$ cat src/rtl/counter_pkg.sv
// counter_pkg: shared constants and helpers for the up/down counter.
// Direction and mode encodings plus a load-value clamp.
package counter_pkg;

  localparam logic DIR_UP = 1'b1;
  localparam logic DIR_DN = 1'b0;

  localparam int MODE_WRAP = 0;
  localparam int MODE_SAT  = 1;

  // Limits a requested value to the counter's top count.
  function automatic longint unsigned clamp(
    input longint unsigned v,
    input longint unsigned lim
  );
    return (v > lim) ? lim : v;
  endfunction

endpackage

$ cat src/rtl/counter_next_val.sv
// counter_next_val: next count and limit-event flag for one enabled step.
// Ports: q/en/up_dn in; q_next, limit (en and q at the limit for direction) out.
module counter_next_val
  import counter_pkg::*;
#(
  parameter int              WIDTH    = 4,
  parameter longint unsigned MAX_VAL  = (64'd1 << WIDTH) - 1,
  parameter int              SATURATE = MODE_WRAP
) (
  input  logic [WIDTH-1:0] q,
  input  logic             en,
  input  logic             up_dn,
  output logic [WIDTH-1:0] q_next,
  output logic             limit
);

  localparam logic [WIDTH-1:0] MAXV = WIDTH'(MAX_VAL);
  localparam bit               SAT  = (SATURATE == MODE_SAT);

  logic at_max;
  logic at_min;

  assign at_max = (q == MAXV);
  assign at_min = (q == '0);

  // Limits are compared explicitly so a non-power-of-two modulus
  // never depends on natural WIDTH-bit rollover.
  always_comb begin
    q_next = q;
    limit  = 1'b0;
    if (en) begin
      unique case (up_dn)
        DIR_UP: begin
          if (at_max) begin
            limit  = 1'b1;
            q_next = SAT ? MAXV : '0;
          end else begin
            q_next = q + WIDTH'(1);
          end
        end
        DIR_DN: begin
          if (at_min) begin
            limit  = 1'b1;
            q_next = SAT ? '0 : MAXV;
          end else begin
            q_next = q - WIDTH'(1);
          end
        end
        default: q_next = q;
      endcase
    end
  end

endmodule

$ cat src/rtl/param_updown_counter.sv
// param_updown_counter: up/down counter, modulus MAX_VAL+1, wrap or saturate.
// Ports: clk, reset_n, en, up_dn, load, load_val, clr in; Q, tc, wrap, ovf out.
module param_updown_counter
  import counter_pkg::*;
#(
  parameter int              WIDTH     = 4,
  parameter longint unsigned MAX_VAL   = (64'd1 << WIDTH) - 1,
  parameter int              SATURATE  = MODE_WRAP,
  parameter longint unsigned RESET_VAL = 0
) (
  input  logic             clk,
  input  logic             reset_n,
  input  logic             en,
  input  logic             up_dn,
  input  logic             load,
  input  logic [WIDTH-1:0] load_val,
  input  logic             clr,
  output logic [WIDTH-1:0] Q,
  output logic             tc,
  output logic             wrap,
  output logic             ovf
);

  localparam longint unsigned TOP =
    (64'd1 << WIDTH) - 64'd1;
  localparam logic [WIDTH-1:0] RST_Q =
    WIDTH'(RESET_VAL);

  if (WIDTH < 2) begin : g_bad_width
    $error("WIDTH must be at least 2");
  end
  if (MAX_VAL > TOP) begin : g_bad_max
    $error("MAX_VAL does not fit in WIDTH bits");
  end
  if (RESET_VAL > MAX_VAL) begin : g_bad_rst
    $error("RESET_VAL exceeds MAX_VAL");
  end
  if (SATURATE != MODE_WRAP &&
      SATURATE != MODE_SAT) begin : g_bad_mode
    $error("SATURATE must be 0 or 1");
  end

  logic [WIDTH-1:0] q_next;
  logic [WIDTH-1:0] load_q;
  logic             limit;

  counter_next_val #(
    .WIDTH    (WIDTH),
    .MAX_VAL  (MAX_VAL),
    .SATURATE (SATURATE)
  ) u_next (
    .q      (Q),
    .en     (en),
    .up_dn  (up_dn),
    .q_next (q_next),
    .limit  (limit)
  );

  assign load_q = WIDTH'(clamp(64'(load_val), MAX_VAL));

  // The limit condition is exactly the terminal-count definition.
  assign tc = limit;

  always_ff @(posedge clk) begin
    if (!reset_n) begin
      Q    <= RST_Q;
      wrap <= 1'b0;
      ovf  <= 1'b0;
    end else if (clr) begin
      Q    <= RST_Q;
      wrap <= 1'b0;
      ovf  <= 1'b0;
    end else if (load) begin
      Q    <= load_q;
      wrap <= 1'b0;
    end else begin
      Q    <= q_next;
      wrap <= limit;
      if (limit) ovf <= 1'b1;
    end
  end

endmodule

$ cat config.mk
export PLATFORM = sky130hd
export DESIGN_NAME = param_updown_counter
export DESIGN_NICKNAME = d
export VERILOG_FILES = /design/src/rtl/counter_pkg.sv /design/src/rtl/counter_next_val.sv /design/src/rtl/param_updown_counter.sv
export SDC_FILE = /design/constraint.sdc
export NUM_CORES = 1
export LEC_CHECK = 0
export CORE_AREA = 2 2 39 41
export CTS_CLUSTER_SIZE = 14
export DETAILED_ROUTE_END_ITERATION = 12
export DIE_AREA = 0 0 41 43
export SLEW_MARGIN = 20
export SYNTH_ARGS = -nofsm -noshare
export SYNTH_HDL_FRONTEND = slang
export SYNTH_SLANG_ARGS = --single-unit
$ cat constraint.sdc
create_clock -name clk -period 1.7 [get_ports clk]
set_clock_uncertainty 0.15 [all_clocks]
set_input_delay 0.34 -clock clk [delete_from_list [all_inputs] [get_ports clk]]
set_output_delay 0.34 -clock clk [all_outputs]
set_load 0.1 [all_outputs]
Word-level counts from Yosys, hierarchy flattened
Cells that the tools add are included.
{"block": "word_totals", "reg_bits": 6, "latch_bits": 0, "ramBits": 0, "romBits": 0, "input_bits": 10, "n_memories": 0}
{"block": "classes", "n_addsub": 2, "multipliers": 0, "div": 0, "n_lt_le_gt_ge": 0, "n_eq_ne": 1, "shift": 0, "n_mux": 9, "bitwise": 3, "reduce_logical": 5}
{"op": "$mux 4", "count": 4}
{"op": "$pmux 4 s2", "count": 1}
{"op": "$add 4x1->4 const B", "count": 1}
{"op": "$eq 4x4->1 const B", "count": 1}
{"op": "$logic_not 4->1", "count": 1}
{"op": "$sub 4x1->4 const B", "count": 1}
{"op": "$mux 1", "count": 3}
{"op": "$not 1->1", "count": 3}
{"op": "$reduce_or 3->1", "count": 1}
{"op": "$pmux 1 s2", "count": 1}
{"op": "$reduce_and 2->1", "count": 1}
{"op": "$reduce_bool 2->1", "count": 1}
{"op": "$reduce_or 2->1", "count": 1}

Depth between registers and ports, before layout
Gate-level depths: netlist (run 1).
{"block": "logic_depth", "word_depth": 5, "depth_mapped": 6}

Hierarchy
A second synthesis (run 1) with hierarchy kept.
{"block": "unflattened", "cells_unflattened": 51, "area_unflattened_um2": 431.7}
{"module": "param_updown_counter", "instances": 1, "cells_per_inst": 20, "area_each_um2": 222.7}
{"module": "counter_next_val", "instances": 1, "cells_per_inst": 31, "area_each_um2": 209.0}

Worst setup path before layout (run 1)
No wires, ideal clock.
{"block": "synth_path", "kind": "register to output", "start": "register Q[1]", "end": "output tc", "t_arrival_ns": 2.236, "required_time_ns": 1.210, "path_slack_ns": -1.026, "path_stages_with_launch": 5, "path_cell_list": "dfxtp_1 -> ha_1 -> and4_1 -> o21ai_1 -> inv_1"}
{"block": "synth_between", "elab_chain_cells": 4}
{"item": "start, declared", "line_no": "param_updown_counter.sv:18", "source": "output logic [WIDTH-1:0] Q,"}
{"item": "start signal, assigned", "line_no": "param_updown_counter.sv:74", "source": "Q <= load_q;"}
{"item": "start signal, assigned", "line_no": "param_updown_counter.sv:77", "source": "Q <= q_next;"}
{"item": "$eq 4x4->1 / $logic_not 4->1 (equally long branches)", "line_no": "counter_next_val.sv:23, counter_next_val.sv:24"}
{"item": "$mux 1, on equally long branches", "line_no": "counter_next_val.sv:34, counter_next_val.sv:42"}
{"item": "$pmux 1 s2 (*)", "line_no": "counter_next_val.sv:32", "source": "unique case (up_dn)"}
{"item": "$mux 1 (*)", "line_no": "counter_next_val.sv:31", "source": "if (en) begin"}
{"item": "end, declared", "line_no": "param_updown_counter.sv:19", "source": "output logic tc,"}
Mark *: on every way between the ends. The rest lies on a longest branch, timed or not.

Worst setup path in the final report (run 1)
{"block": "layout_path", "start": "register Q[0]", "end": "output tc"}
The elaborated chain is that of the path after synthesis.

==> results of run 1 <==
==> worst min-delay path, cell delays in order <==
cell and delay (ns):
dlymetal6s2s_1 0.19, nand2_1 0.09, a211oi_1 0.06
==> metal layers <==
layer / vias to the layer above / part of all wire [%] / global-route usage, %
li1: 237 / - / -
met1: 208 / 43 / 20.9
met2: 17 / 48 / 23.1
met3: 2 / 8.0 / 7.85
met4: 0 / 1.1 / 6.00
met5: - / 0 / 0
==> what timing repair did <==
item | CTS | global route
pin swaps | 3 | 1
resized for setup | 3 | 3
setup endpoints to repair | 1 | 1
setup buffers | 3 | 0
==> power by group through the flow <==
stage	Combinational, mW	Sequential, mW	Clock, mW
after floorplan	0.0642	0.199	0
after global placement	0.182	0.159	0
after detailed placement	0.184	0.159	0
after CTS	0.191	0.158	0.149
after global routing	0.204	0.159	0.160
final	0.192	0.157	0.143
==> metrics by stage <==
| step | hold slack [ns] | instances |
|---|---|---|
| global placement | 0.338 | 89 |
| finish | 0.316 | 96 |
| CTS | 0.353 | 96 |
| global route | 0.338 | 96 |
| detailed placement | 0.346 | 89 |
| floorplan | 0.321 | 50 |
==> placed cells by master (no fill, tap or decap), types with 2 or more instances in the layout <==
cell,count
buf_4,11
clkdlybuf4s50_1,7
buf_12,7
a21oi_1,5
inv_1,4
nor2_1,4
nand2_1,3
o21ai_0,3
clkbuf_4,3
dfxtp_4,2
dfxtp_2,2
inv_4,2
nand4b_1,2
ha_4,2
dfxtp_1,2
==> cell type report <==
cell class | instances | area (µm²) | share of cell area [%]
Timing Repair Buffer | 28 | 325 | 39.2
Clock buffer | 4 | 26.3 | 3.16
Tap cell | 16 | 20.0 | 2.41
Sequential cell | 6 | 130 | 15.7
Multi-Input combinational cell | 35 | 294 | 35.4
Inverter | 7 | 35.0 | 4.22
==> cell families after synthesis <==
group | Yosys count | synth area share (%)
AO/OA/AOI/OAI | 15 | 23.0
AND/OR/NAND/NOR | 15 | 24.5
buffers and inverters | 9 | 10.1
flip-flops | 6 | 29.4
XOR/XNOR | 2 | 4.30
adder cells (fa/ha/maj) | 2 | 6.13
multiplexers | 1 | 2.45
==> registers in the layout (all words and copies together) (netlist names) <==
register,flops
Q,4
ovf,1
wrap,1
==> synthesized netlist by cell type (2+ instances only) <==
| library cell | count | area, µm² |
|---|---|---|
| inv_1 | 7 | 26.3 |
| a21oi_1 | 5 | 25.0 |
| nor2_1 | 4 | 15.0 |
| nand4b_1 | 2 | 17.5 |
| dfxtp_1 | 6 | 120 |
| ha_1 | 2 | 25.0 |
| nand2_1 | 3 | 11.3 |
| o21ai_0 | 3 | 15.0 |
==> worst paths after layout <==
| path | end | cells after the start | startpoint | slack, ns |
|---|---|---|---|---|
| max reg2reg | ovf | 7 | Q[0] | 0.15 |
| min | Q[1] | 3 | en | 0.32 |
| max | tc | 5 | Q[0] | -0.23 |
| min reg2reg | ovf | 2 | ovf | 0.34 |
==> results.json, run 1 <==
{
  "cp_top_family": "flip-flops",
  "overflow": 0,
  "cts_made_buffers": 3,
  "postRouteAntennaNets": 0,
  "first_pass_iters": 2,
  "p_seq_share_pct": 32.0,
  "cap_viol_max_count": 0,
  "clk_pin_slew_worst_paths_ns": 0.05,
  "worstPathArrival_ns": 1.44,
  "power_switching_mw": 0.167,
  "p_int_mw": 0.326,
  "cp-end-kind": "output pin",
  "min_period_ns": 1.93,
  "yosysSeqAreaShare_pct": 29.4,
  "route.detailed.drc": 0,
  "peakVddDrop_mv": 0.337,
  "dp_worst_setup_slack_ns": -0.323,
  "maxSlewViolCount": 0,
  "first_iter_violations": 4,
  "setup_viol": 1,
  "n_antenna_cell": 0,
  "cp_slowest_cell": "dfxtp_4",
  "syn_area_um2": 408,
  "gp_congestion": 0.800,
  "fin_crit_sh_pct": 113,
  "swShare_pct": 33.9,
  "clkPwrFrac_pct": 29.1,
  "grt_pass1_wl_um": 1930,
  "cp_slowest_stage_delay_ns": 0.37,
  "die_height_um": 43,
  "dpl-instance-area_um2": 757,
  "finalSetupTns_ns": -0.227,
  "pin_count": 17,
  "status": "finished, violations left",
  "root_buffer": "clkbuf_4",
  "synth_cell_types": 26,
  "rows": 14,
  "die_w_um": 41,
  "wl_per_cell_um": 11.2,
  "cts_max_path_buffers": 2,
  "antenna_found_initial": 0,
  "maxSlewHeadroom_pct": 77.5,
  "viasPerCell": 4.83,
  "drt-total-wl_um": 1080,
  "async_reset_ff_share_pct": 0,
  "critPathMaxFanout": 4,
  "nets": 93,
  "synth-edff-count": 0,
  "grt_pass1_vias": 461,
  "hpwl_um": 852,
  "hold_violations": 0,
  "syn_area_per_cell_um2": 8.16,
  "power_mw": 0.493,
  "grt_usage_pct": 16.4,
  "vias": 464,
  "start_kind": "flip-flop",
  "drive_above_1_share_pct": 43.8,
  "grt_max_degree": 9,
  "cts_htree_levels": 1,
  "cts_tree": "done",
  "dieArea_mm2": 0.00176,
  "crit_chain": "ha_4 -> and4_4 -> o21ai_4 -> clkinvlp_4 -> buf_12",
  "yosys_warnings": 0,
  "fin_util_pct": 60.0,
  "port_buffers": 16,
  "coreArea_mm2": 0.00138,
  "final_cell_area_um2": 831,
  "p_leak_nw": 0.346,
  "path_buf_inv": 2,
  "rsz0062_at_grt": "yes",
  "worstPathRequired_ns": 1.21,
  "initial_core_util_pct": 29.5,
  "cts.sinks": 6,
  "area_growth_pct": 104,
  "synth-seq-cells": 6,
  "hp-class": "in -> reg",
  "clock_latency_ns": 0.25,
  "hold_buffers": 0,
  "timing.final.ws_setup_ns": -0.227,
  "worst_pin_slew_ns": 0.334,
  "clock.fmax_mhz": 519,
  "synth_cells": 50,
  "critPathKind": "reg -> out",
  "p_per_area_mw_per_mm2": 593,
  "n_fill_cell": 139,
  "pwr-share-comb_pct": 38.9,
  "synth-main-ff-cell": "dfxtp_1",
  "failed_checks": "negative setup slack",
  "synth_nets": 62
}
Note: power is estimated with default switching activity, not from simulation.
==> run 2, diff against run 1 <==
--- a/config.mk
+++ b/config.mk
@@ -5,10 +5,12 @@
 export SDC_FILE = /design/constraint.sdc
 export NUM_CORES = 1
 export LEC_CHECK = 0
-export CORE_AREA = 2 2 39 41
+export CORE_AREA = 4 4 41 43
 export CTS_CLUSTER_SIZE = 14
 export DETAILED_ROUTE_END_ITERATION = 12
-export DIE_AREA = 0 0 41 43
+export DIE_AREA = 0 0 45 47
+export MAX_ROUTING_LAYER = met4
+export PLACE_DENSITY = 0.7
 export SLEW_MARGIN = 20
 export SYNTH_ARGS = -nofsm -noshare
 export SYNTH_HDL_FRONTEND = slang
==> run 2 against run 1 <==
Net effect:
- the flow still finishes with violations (negative setup slack)
- flip-flop and latch count is the same
- routed wire length increased by 13%
- via count rose by 5.0%
- largest power group unchanged
- highest routed layer unchanged
- critical endpoint unchanged
- count of clock-buffer cells in the layout unchanged
==> results.json, run 2 (synthesis results as in run 1) <==
{
  "overflow": 0,
  "clkPwrFrac_pct": 31.0,
  "hold_buffers": 0,
  "cp-end-kind": "output pin",
  "critPathKind": "reg -> out",
  "dieArea_mm2": 0.00212,
  "initial_core_util_pct": 31.3,
  "p_int_mw": 0.326,
  "power_switching_mw": 0.180,
  "first_iter_violations": 18,
  "nets": 94,
  "start_kind": "flip-flop",
  "min_period_ns": 1.97,
  "n_antenna_cell": 0,
  "worst_pin_slew_ns": 0.292,
  "p_leak_nw": 0.339,
  "clock_latency_ns": 0.26,
  "final_common_cell": "buf_4",
  "p_seq_share_pct": 30.8,
  "drive_above_1_share_pct": 44.4,
  "timing.final.ws_setup_ns": -0.268,
  "failed_checks": "negative setup slack",
  "clk_pin_slew_worst_paths_ns": 0.06,
  "cts_tree": "done",
  "root_buffer": "clkbuf_4",
  "hpwl_um": 946,
  "final_cell_area_um2": 823,
  "route.detailed.drc": 0,
  "critPathMaxFanout": 3,
  "pwr-share-comb_pct": 38.1,
  "cap_viol_max_count": 0,
  "clock.fmax_mhz": 508,
  "first_pass_iters": 4,
  "viasPerCell": 5.07,
  "cts_htree_levels": 1,
  "drt-total-wl_um": 1220,
  "dpl-instance-area_um2": 763,
  "crit_chain": "ha_4 -> and4_4 -> o21ai_2 -> clkinvlp_4 -> buf_12",
  "port_buffers": 16,
  "cts.sinks": 6,
  "grt_usage_pct": 14.1,
  "hp-class": "reg -> reg",
  "maxSlewHeadroom_pct": 80.3,
  "swShare_pct": 35.5,
  "cts_made_buffers": 3,
  "pin_count": 17,
  "cp_slowest_stage_delay_ns": 0.37,
  "status": "finished, violations left",
  "worstPathArrival_ns": 1.48,
  "hold_violations": 0,
  "area_growth_pct": 102,
  "cp_slowest_cell": "dfxtp_4",
  "regMostFlops": "Q",
  "grt_max_degree": 10,
  "maxSlewViolCount": 0,
  "die_w_um": 45,
  "vias": 487,
  "setup_viol": 1,
  "worstPathRequired_ns": 1.21,
  "wl_per_cell_um": 12.7,
  "peakVddDrop_mv": 0.330,
  "largest_reg_flops": 4,
  "rsz0062_at_grt": "yes",
  "die_height_um": 47,
  "p_per_area_mw_per_mm2": 615,
  "dp_worst_setup_slack_ns": -0.354,
  "rows": 13,
  "cts_max_path_buffers": 2,
  "grt_pass1_wl_um": 1970,
  "postRouteAntennaNets": 0,
  "layout_common_cells": "13 x buf_4, 8 x clkdlybuf4s50_1, 7 x buf_12",
  "coreArea_mm2": 0.00130,
  "top_regs": "Q (4), ovf (1), wrap (1)",
  "gp_congestion": 0.840,
  "grt_pass1_vias": 434,
  "fin_crit_sh_pct": 116,
  "antenna_found_initial": 0
}
run 2: cell types whose count changed in the layout (fill, tap and decap cells not counted):
cell,before,now
o21ai_2,0,1
o21ai_4,1,0
buf_4,11,13
buf_6,1,0
clkdlybuf4s50_1,7,8
dlymetal6s2s_1,1,0
run 2: cell type report:
type	instances	area [µm²]
repair buffers	29	327
flip-flops and latches	6	130
inverters	7	35.0
well taps	15	18.8
multi-input cells	35	287
clock buffers	4	26.3
fillers	118	478
run 2: critical path, delay by kind of cell, from the launching register on:
family | cells | cell delay (ns)
fa+ha+maj | 1 | 0.16
simple gates | 1 | 0.18
buf+inv | 2 | 0.30
compound gates | 1 | 0.20
flops | 1 | 0.37
run 2: worst paths after layout:
kind         from  endpoint  slack (ns)  cells past startpoint
min           ovf       ovf        0.35                      2
max          Q[1]        tc       -0.27                      5
max reg2reg  Q[1]       ovf        0.14                      7
min reg2reg   ovf       ovf        0.35                      2
run 2: metal layers:
layer / track usage [%] / part of all wire [%] / routed length [µm]
met3: 6.13 / 8.6 / 105
met1: 16.6 / 40 / 486
met5: - / 0 / 0
met2: 18.9 / 48 / 585
met4: 9.94 / 3.3 / 40
run 2: power by group through the flow:
stage          clock (mW)  sequential [mW]  combinational, mW
3_5_place_dp            0            0.158              0.187
4_1_cts             0.162            0.156              0.192
3_3_place_gp            0            0.158              0.185
5_1_grt             0.170            0.157              0.205
6_report            0.157            0.156              0.193
2_1_floorplan           0            0.199             0.0642
run 2: stage by stage:
| stage | hold slack (ns) | power [mW] | std cells | utilization [%] | setup TNS [ns] |
|---|---|---|---|---|---|
| 6_report | 0.351 | 0.506 | 96 | 63.3 | -0.268 |
| 5_1_grt | 0.397 | 0.532 | 96 | 63.3 | -0.372 |
| 4_1_cts | 0.354 | 0.510 | 95 | 62.5 | -0.287 |
| 3_5_place_dp | 0.347 | 0.345 | 89 | 58.7 | -1.24 |
| 3_3_place_gp | 0.339 | 0.343 | 89 | 58.7 | -1.02 |
| 2_1_floorplan | 0.321 | 0.264 | 50 | - | -0.357 |
run 2: repair_timing:
action                     CTS  global route
resized for setup            2             1
setup endpoints to repair    2             2
pin swaps                    3             2
buffers inserted             2             1
